[config.mk]
export PLATFORM = sky130hd
export DESIGN_NAME = player_position_stepper
export DESIGN_NICKNAME = d
export VERILOG_FILES = /design/src/rtl/player_position_stepper.sv
export SDC_FILE = /design/constraint.sdc
export NUM_CORES = 1
export LEC_CHECK = 0
export ABC_AREA = 1
export CORE_MARGIN = 3
export CORE_UTILIZATION = 55
export DETAILED_ROUTE_END_ITERATION = 12
export PLACE_DENSITY = 0.75
export SLEW_MARGIN = 20
export SYNTH_ARGS = -nofsm -noshare
export SYNTH_HDL_FRONTEND = slang
export SYNTH_SLANG_ARGS = --single-unit
[constraint.sdc]
create_clock -name clk -period 2.3 [get_ports clk]
set_input_delay 0.46 -clock clk [delete_from_list [all_inputs] [get_ports clk]]
set_output_delay 0.46 -clock clk [all_outputs]
set_load 0.02 [all_outputs]
[src/rtl/player_position_stepper.sv]
// Per-player head stepper: moves (x,y) one grid cell per tick in the sampled direction
// and offers each cell over valid/ready. Optional macro PLAYER_WRAP_EN wraps at edges.
module player_position_stepper #(
    parameter int GRID_W   = 160,
    parameter int GRID_H   = 120,
    parameter int X_W      = 8,
    parameter int Y_W      = 7,
    parameter int START_X  = 40,
    parameter int START_Y  = 60,
    parameter int TICK_DIV = 3333333
) (
    input  logic           clk,
    input  logic           resetn,
    input  logic           go,
    input  logic [1:0]     direction,
    output logic [X_W-1:0] x_out,
    output logic [Y_W-1:0] y_out,
    output logic           plot_valid,
    input  logic           plot_ready,
    output logic           crashed,
    output logic           running
);

    localparam int CNT_W = (TICK_DIV > 2) ? $clog2(TICK_DIV) : 1;

    localparam logic [X_W-1:0]   X_MAX     = X_W'(GRID_W - 1);
    localparam logic [Y_W-1:0]   Y_MAX     = Y_W'(GRID_H - 1);
    localparam logic [X_W-1:0]   X_START   = X_W'(START_X);
    localparam logic [Y_W-1:0]   Y_START   = Y_W'(START_Y);
    localparam logic [CNT_W-1:0] TICK_LAST = CNT_W'(TICK_DIV - 1);

    typedef enum logic [1:0] {
        S_IDLE,
        S_PLOT,
        S_RUN,
        S_CRASH
    } state_e;

    typedef enum logic [1:0] {
        DIR_UP    = 2'b00,
        DIR_RIGHT = 2'b01,
        DIR_LEFT  = 2'b10,
        DIR_DOWN  = 2'b11
    } dir_e;

    state_e           state_q, state_d;
    logic [X_W-1:0]   x_q, x_d;
    logic [Y_W-1:0]   y_q, y_d;
    logic             crashed_q, crashed_d;
    logic [CNT_W-1:0] tick_q, tick_d;

    logic             tick_done;
    logic [X_W-1:0]   step_x;
    logic [Y_W-1:0]   step_y;
    logic             step_wall;

    // Edge test precedes the add/sub so the coordinate never underflows or overflows.
    always_comb begin
        step_x    = x_q;
        step_y    = y_q;
        step_wall = 1'b0;
        case (dir_e'(direction))
            DIR_UP: begin
                if (y_q == '0) begin
`ifdef PLAYER_WRAP_EN
                    step_y = Y_MAX;
`else
                    step_wall = 1'b1;
`endif
                end else begin
                    step_y = y_q - Y_W'(1);
                end
            end
            DIR_DOWN: begin
                if (y_q == Y_MAX) begin
`ifdef PLAYER_WRAP_EN
                    step_y = '0;
`else
                    step_wall = 1'b1;
`endif
                end else begin
                    step_y = y_q + Y_W'(1);
                end
            end
            DIR_LEFT: begin
                if (x_q == '0) begin
`ifdef PLAYER_WRAP_EN
                    step_x = X_MAX;
`else
                    step_wall = 1'b1;
`endif
                end else begin
                    step_x = x_q - X_W'(1);
                end
            end
            default: begin
                if (x_q == X_MAX) begin
`ifdef PLAYER_WRAP_EN
                    step_x = '0;
`else
                    step_wall = 1'b1;
`endif
                end else begin
                    step_x = x_q + X_W'(1);
                end
            end
        endcase
    end

    // Tick counter only advances in RUN; any other state (and entry to RUN) sees it at 0.
    always_comb begin
        state_d   = state_q;
        x_d       = x_q;
        y_d       = y_q;
        crashed_d = crashed_q;
        tick_d    = '0;
        tick_done = (tick_q == TICK_LAST);
        case (state_q)
            S_IDLE: begin
                if (go) begin
                    state_d = S_PLOT;
                end
            end
            S_PLOT: begin
                if (plot_ready) begin
                    state_d = S_RUN;
                end
            end
            S_RUN: begin
                if (tick_done) begin
                    if (step_wall) begin
                        crashed_d = 1'b1;
                        state_d   = S_CRASH;
                    end else begin
                        x_d     = step_x;
                        y_d     = step_y;
                        state_d = S_PLOT;
                    end
                end else begin
                    tick_d = tick_q + CNT_W'(1);
                end
            end
            S_CRASH: begin
                state_d = S_CRASH;
            end
            default: begin
                state_d = S_IDLE;
            end
        endcase
    end

    always_ff @(posedge clk) begin
        if (!resetn) begin
            state_q   <= S_IDLE;
            x_q       <= X_START;
            y_q       <= Y_START;
            crashed_q <= 1'b0;
            tick_q    <= '0;
        end else begin
            state_q   <= state_d;
            x_q       <= x_d;
            y_q       <= y_d;
            crashed_q <= crashed_d;
            tick_q    <= tick_d;
        end
    end

    assign x_out      = x_q;
    assign y_out      = y_q;
    assign plot_valid = (state_q == S_PLOT);
    assign running    = (state_q == S_RUN);
    assign crashed    = crashed_q;

endmodule

==> impl_metrics.ini, run 1 <==
[clock_tree]
post_cts_resize_count = 0
worstSkewPairLatency_ps = 300
cts_tree = built
cts_sinks = 40
cts.htree.levels = 2
post_cts_buffers = 0
cts_buffers = 5
root_buffer = sky130_fd_sc_hd__clkbuf_8
ctsLongestPathBuffers = 2
cts.clk_slew.worst_paths_ps = 80
hold_fix_buffer_count_after_cts = 0

[route]
routed-via-count = 2505
antenna_left = 0
detail_route.first_pass.iterations = 4
number_of_drc_markers_in_iteration_0 = 153
finalWirelength_mm = 5.93
routed_wire_length_per_instance_um = 12.3
drt_drc_violations_left = 0
via_per_inst = 5.19

[synthesis]
synth_cell_type_count = 34
synth_fp_nets = 408
syn-instance-count = 383
ys_ff_latch = 40
synth.avg_cell_area_um2 = 6.88
synth_area_um2 = 2640
synth-seq-area-share_pct = 30.4
ys_warn_count = 0

[global_routing]
grt_overflow = 0
grt_pass1_vias = 2328
globalRouteTotalUtil_pct = 23.6
first_pass_grt_wire_length_mm = 10.4
grt_max_degree = 23
antenna_found_initial = 0

[setup_path]
timing_worst_setup_path_type = in2reg
path_delay_family = buffers and inverters
critical-path-slowest-cell = sky130_fd_sc_hd__clkdlybuf4s50_1
critical_path.max_fanout = 5
cpPeakStageDelay_ps = 520
worstSetupEndpointType = flip-flop
startpoint_type = input port
rrSetupSlack_ps = 460
path_buf_inv = 3
crit_arrival_ps = 2410
critPathRequiredTime_ps = 2490
worstRegToRegCells = 11
worstReg2RegEnd = y_out[4]$_SDFFE_PN1P_
worstReg2RegStart = tick_q[0]$_SDFF_PP0_
timing.critical_path.cells = clkdlybuf4s50_1 -> ha_2 -> inv_1 -> buf_4 -> fa_2 -> nand3_1 -> nand2_1 -> or2_2 -> nand3_1 -> nand2_1

[sta]
period_minus_slack_ps = 2230
max_slew_margin_pct = 72.9
worst-slew-pin-transition_ps = 403
post-route-period-util_pct = 96.8
finalHoldViolations = 0
final_report_setup_violation_count = 0
hold_ws_ps = 476
unrepaired_setup_endpoints_after_global_routing = true
finClkSkew_ps = 13.1
clock.fmax_mhz = 449
slew_violations = 0

[hold_path]
worstHoldPathCells = 2
hold_path_end = state_q[1]$_SDFFE_PN0P_
hold_path.startpoint = state_q[1]$_SDFFE_PN0P_
hold_path_class = reg2reg

[place]
place.gp.congestion = 0.901
port_buffers = 23
post-dp-hpwl_mm = 4.59

[finish]
area.growth.synth_to_final_pct = 21.4
layout_cell_share_with_drive_strength_beyond_1_pct = 13.9
antennaDiodeCount = 0
final_layout_net_count = 456

[run_status]
outcome = completed

[power_and_ir_drop]
power-per-cell-area_nw_per_um2 = 430
ir_drop_uv = 380
leakage_nw = 1.34
total_power_mw = 1.37

[floorplanning]
placement_rows = 24
fp.dieW_um = 75.2
design.portCount = 24
dieArea_um2 = 5660
fp.dieH_um = 75.2
floorplan.initialDensity_pct = 58.9
placeableCoreArea_um2 = 4470

[run]
maxCapViolCount = 0
[how the worst max path moves through the flow]
stage | startpoint | to | slack (ps) | cells past startpoint
2_1_floorplan | direction[0] | y_out[3]$_SDFFE_PN1P_ | 310 | 9
3_3_place_gp | direction[0] | x_out[7]$_SDFFE_PN0P_ | -250 | 11
3_5_place_dp | direction[0] | x_out[7]$_SDFFE_PN0P_ | -300 | 12
4_1_cts | direction[0] | x_out[7]$_SDFFE_PN0P_ | 10 | 11
5_1_grt | direction[0] | x_out[7]$_SDFFE_PN0P_ | -90 | 12
6_report | direction[1] | y_out[4]$_SDFFE_PN1P_ | 70 | 10
[layer usage]
layer / track usage [%] / wire length [um]
met5: 0 / 0
met4: 6.80 / 61
met3: 4.27 / 272
met2: 39.6 / 2880
met1: 31.0 / 2710
[cell type report]
| class | instances | area [um^2] |
|---|---|---|
| clock buffer | 6 | 72.6 |
| clock inverter | 1 | 5.00 |
| fill | 392 | 1270 |
| inverter | 43 | 166 |
| multi-input combinational | 295 | 1690 |
| sequential | 40 | 801 |
| tap | 52 | 65.1 |
| timing repair buffer | 46 | 403 |
[power by group]
part / switching [mW] / total (mW) / internal [mW] / leakage, nW
combinational: 0.117 / 0.214 / 0.0962 / 0.974
clock: 0.245 / 0.452 / 0.207 / 0.0410
sequential: 0.00799 / 0.709 / 0.701 / 0.323
total: 0.370 / 1.37 / 1.00 / 1.34
[through the flow]
| step | util (%) | worst slack (ps) | instances | instance area (um^2) | TNS, ps |
|---|---|---|---|---|---|
| floorplan | - | 312 | 383 | 2640 | 0 |
| global placement | 68.5 | -245 | 476 | 3060 | -2160 |
| detailed placement | 68.5 | -300 | 476 | 3060 | -2750 |
| CTS | 70.2 | 9.71 | 483 | 3140 | 0 |
| global route | 71.5 | -90.7 | 483 | 3200 | -252 |
| finish | 71.5 | 73.4 | 483 | 3200 | 0 |
[flip-flops by register name, summed over array words and instances (netlist names)]
signal,flops
state_q,2
crashed,1
tick_q,22
x_out,8
y_out,7
[cells in the final DEF, fill, tap and decap left out, drive strengths merged, types with 6 or more instances in the layout]
| cell type | netlist | final |
|---|---|---|
| inv | 42 | 42 |
| nand3 | 26 | 26 |
| xnor2 | 10 | 10 |
| a21oi | 22 | 22 |
| nor2 | 67 | 67 |
| nand4 | 18 | 18 |
| clkdlybuf4s50 | 0 | 23 |
| nor3 | 7 | 7 |
| xor2 | 9 | 9 |
| ha | 17 | 17 |
| nand2 | 98 | 98 |
| dfxtp | 40 | 40 |
| buf | 4 | 23 |
| clkbuf | 1 | 6 |
[cell usage after synthesis, drive strengths merged]
library cell  instances  area (um^2)
a21oi                22          110
ha                   17          213
nor3                  7         51.3
inv                  42          158
dfxtp                40          801
o21a                  2         15.0
clkinv                1         8.76
nand3b                2         15.0
nand4                18          113
nor2                 67          285
xor2                  9         78.8
or2                   5         31.3
nor4                  2         12.5
buf                   4         26.3
a31o                  1         8.76
clkbuf                1         13.8
o21ai                 5         25.0
xnor2                10         87.6
nand3                26          148
o211ai                1         7.51
fa                    2         40.0
and3                  1         6.26
nand2                98          380
[logic make-up after synthesis]
family | after synthesis | synth area share (%)
simple gates | 226 | 39.6
xor+xnor | 19 | 6.32
fa+ha+maj | 19 | 9.59
flops | 40 | 30.4
buf+inv | 48 | 7.83
compound gates | 31 | 6.32
[worst register-to-register path: cells and delay by family, from the launching register on]
| family | cells | cell delay [ps] |
|---|---|---|
| flops | 1 | 340 |
| simple gates | 7 | 950 |
| compound gates | 1 | 160 |
| buf+inv | 2 | 130 |
| fa+ha+maj | 1 | 150 |
Power figures use the tool's default switching activity.
==> inputs of run 2 (changes only) <==
--- a/config.mk
+++ b/config.mk
@@ -8,9 +8,10 @@
 export ABC_AREA = 1
 export CORE_MARGIN = 3
 export CORE_UTILIZATION = 55
+export CTS_CLUSTER_DIAMETER = 150
 export DETAILED_ROUTE_END_ITERATION = 12
 export PLACE_DENSITY = 0.75
-export SLEW_MARGIN = 20
+export SLEW_MARGIN = 0
 export SYNTH_ARGS = -nofsm -noshare
 export SYNTH_HDL_FRONTEND = slang
 export SYNTH_SLANG_ARGS = --single-unit
==> results of run 2 <==
No change in the layout: final DEF, timing and power equal those of run 1.
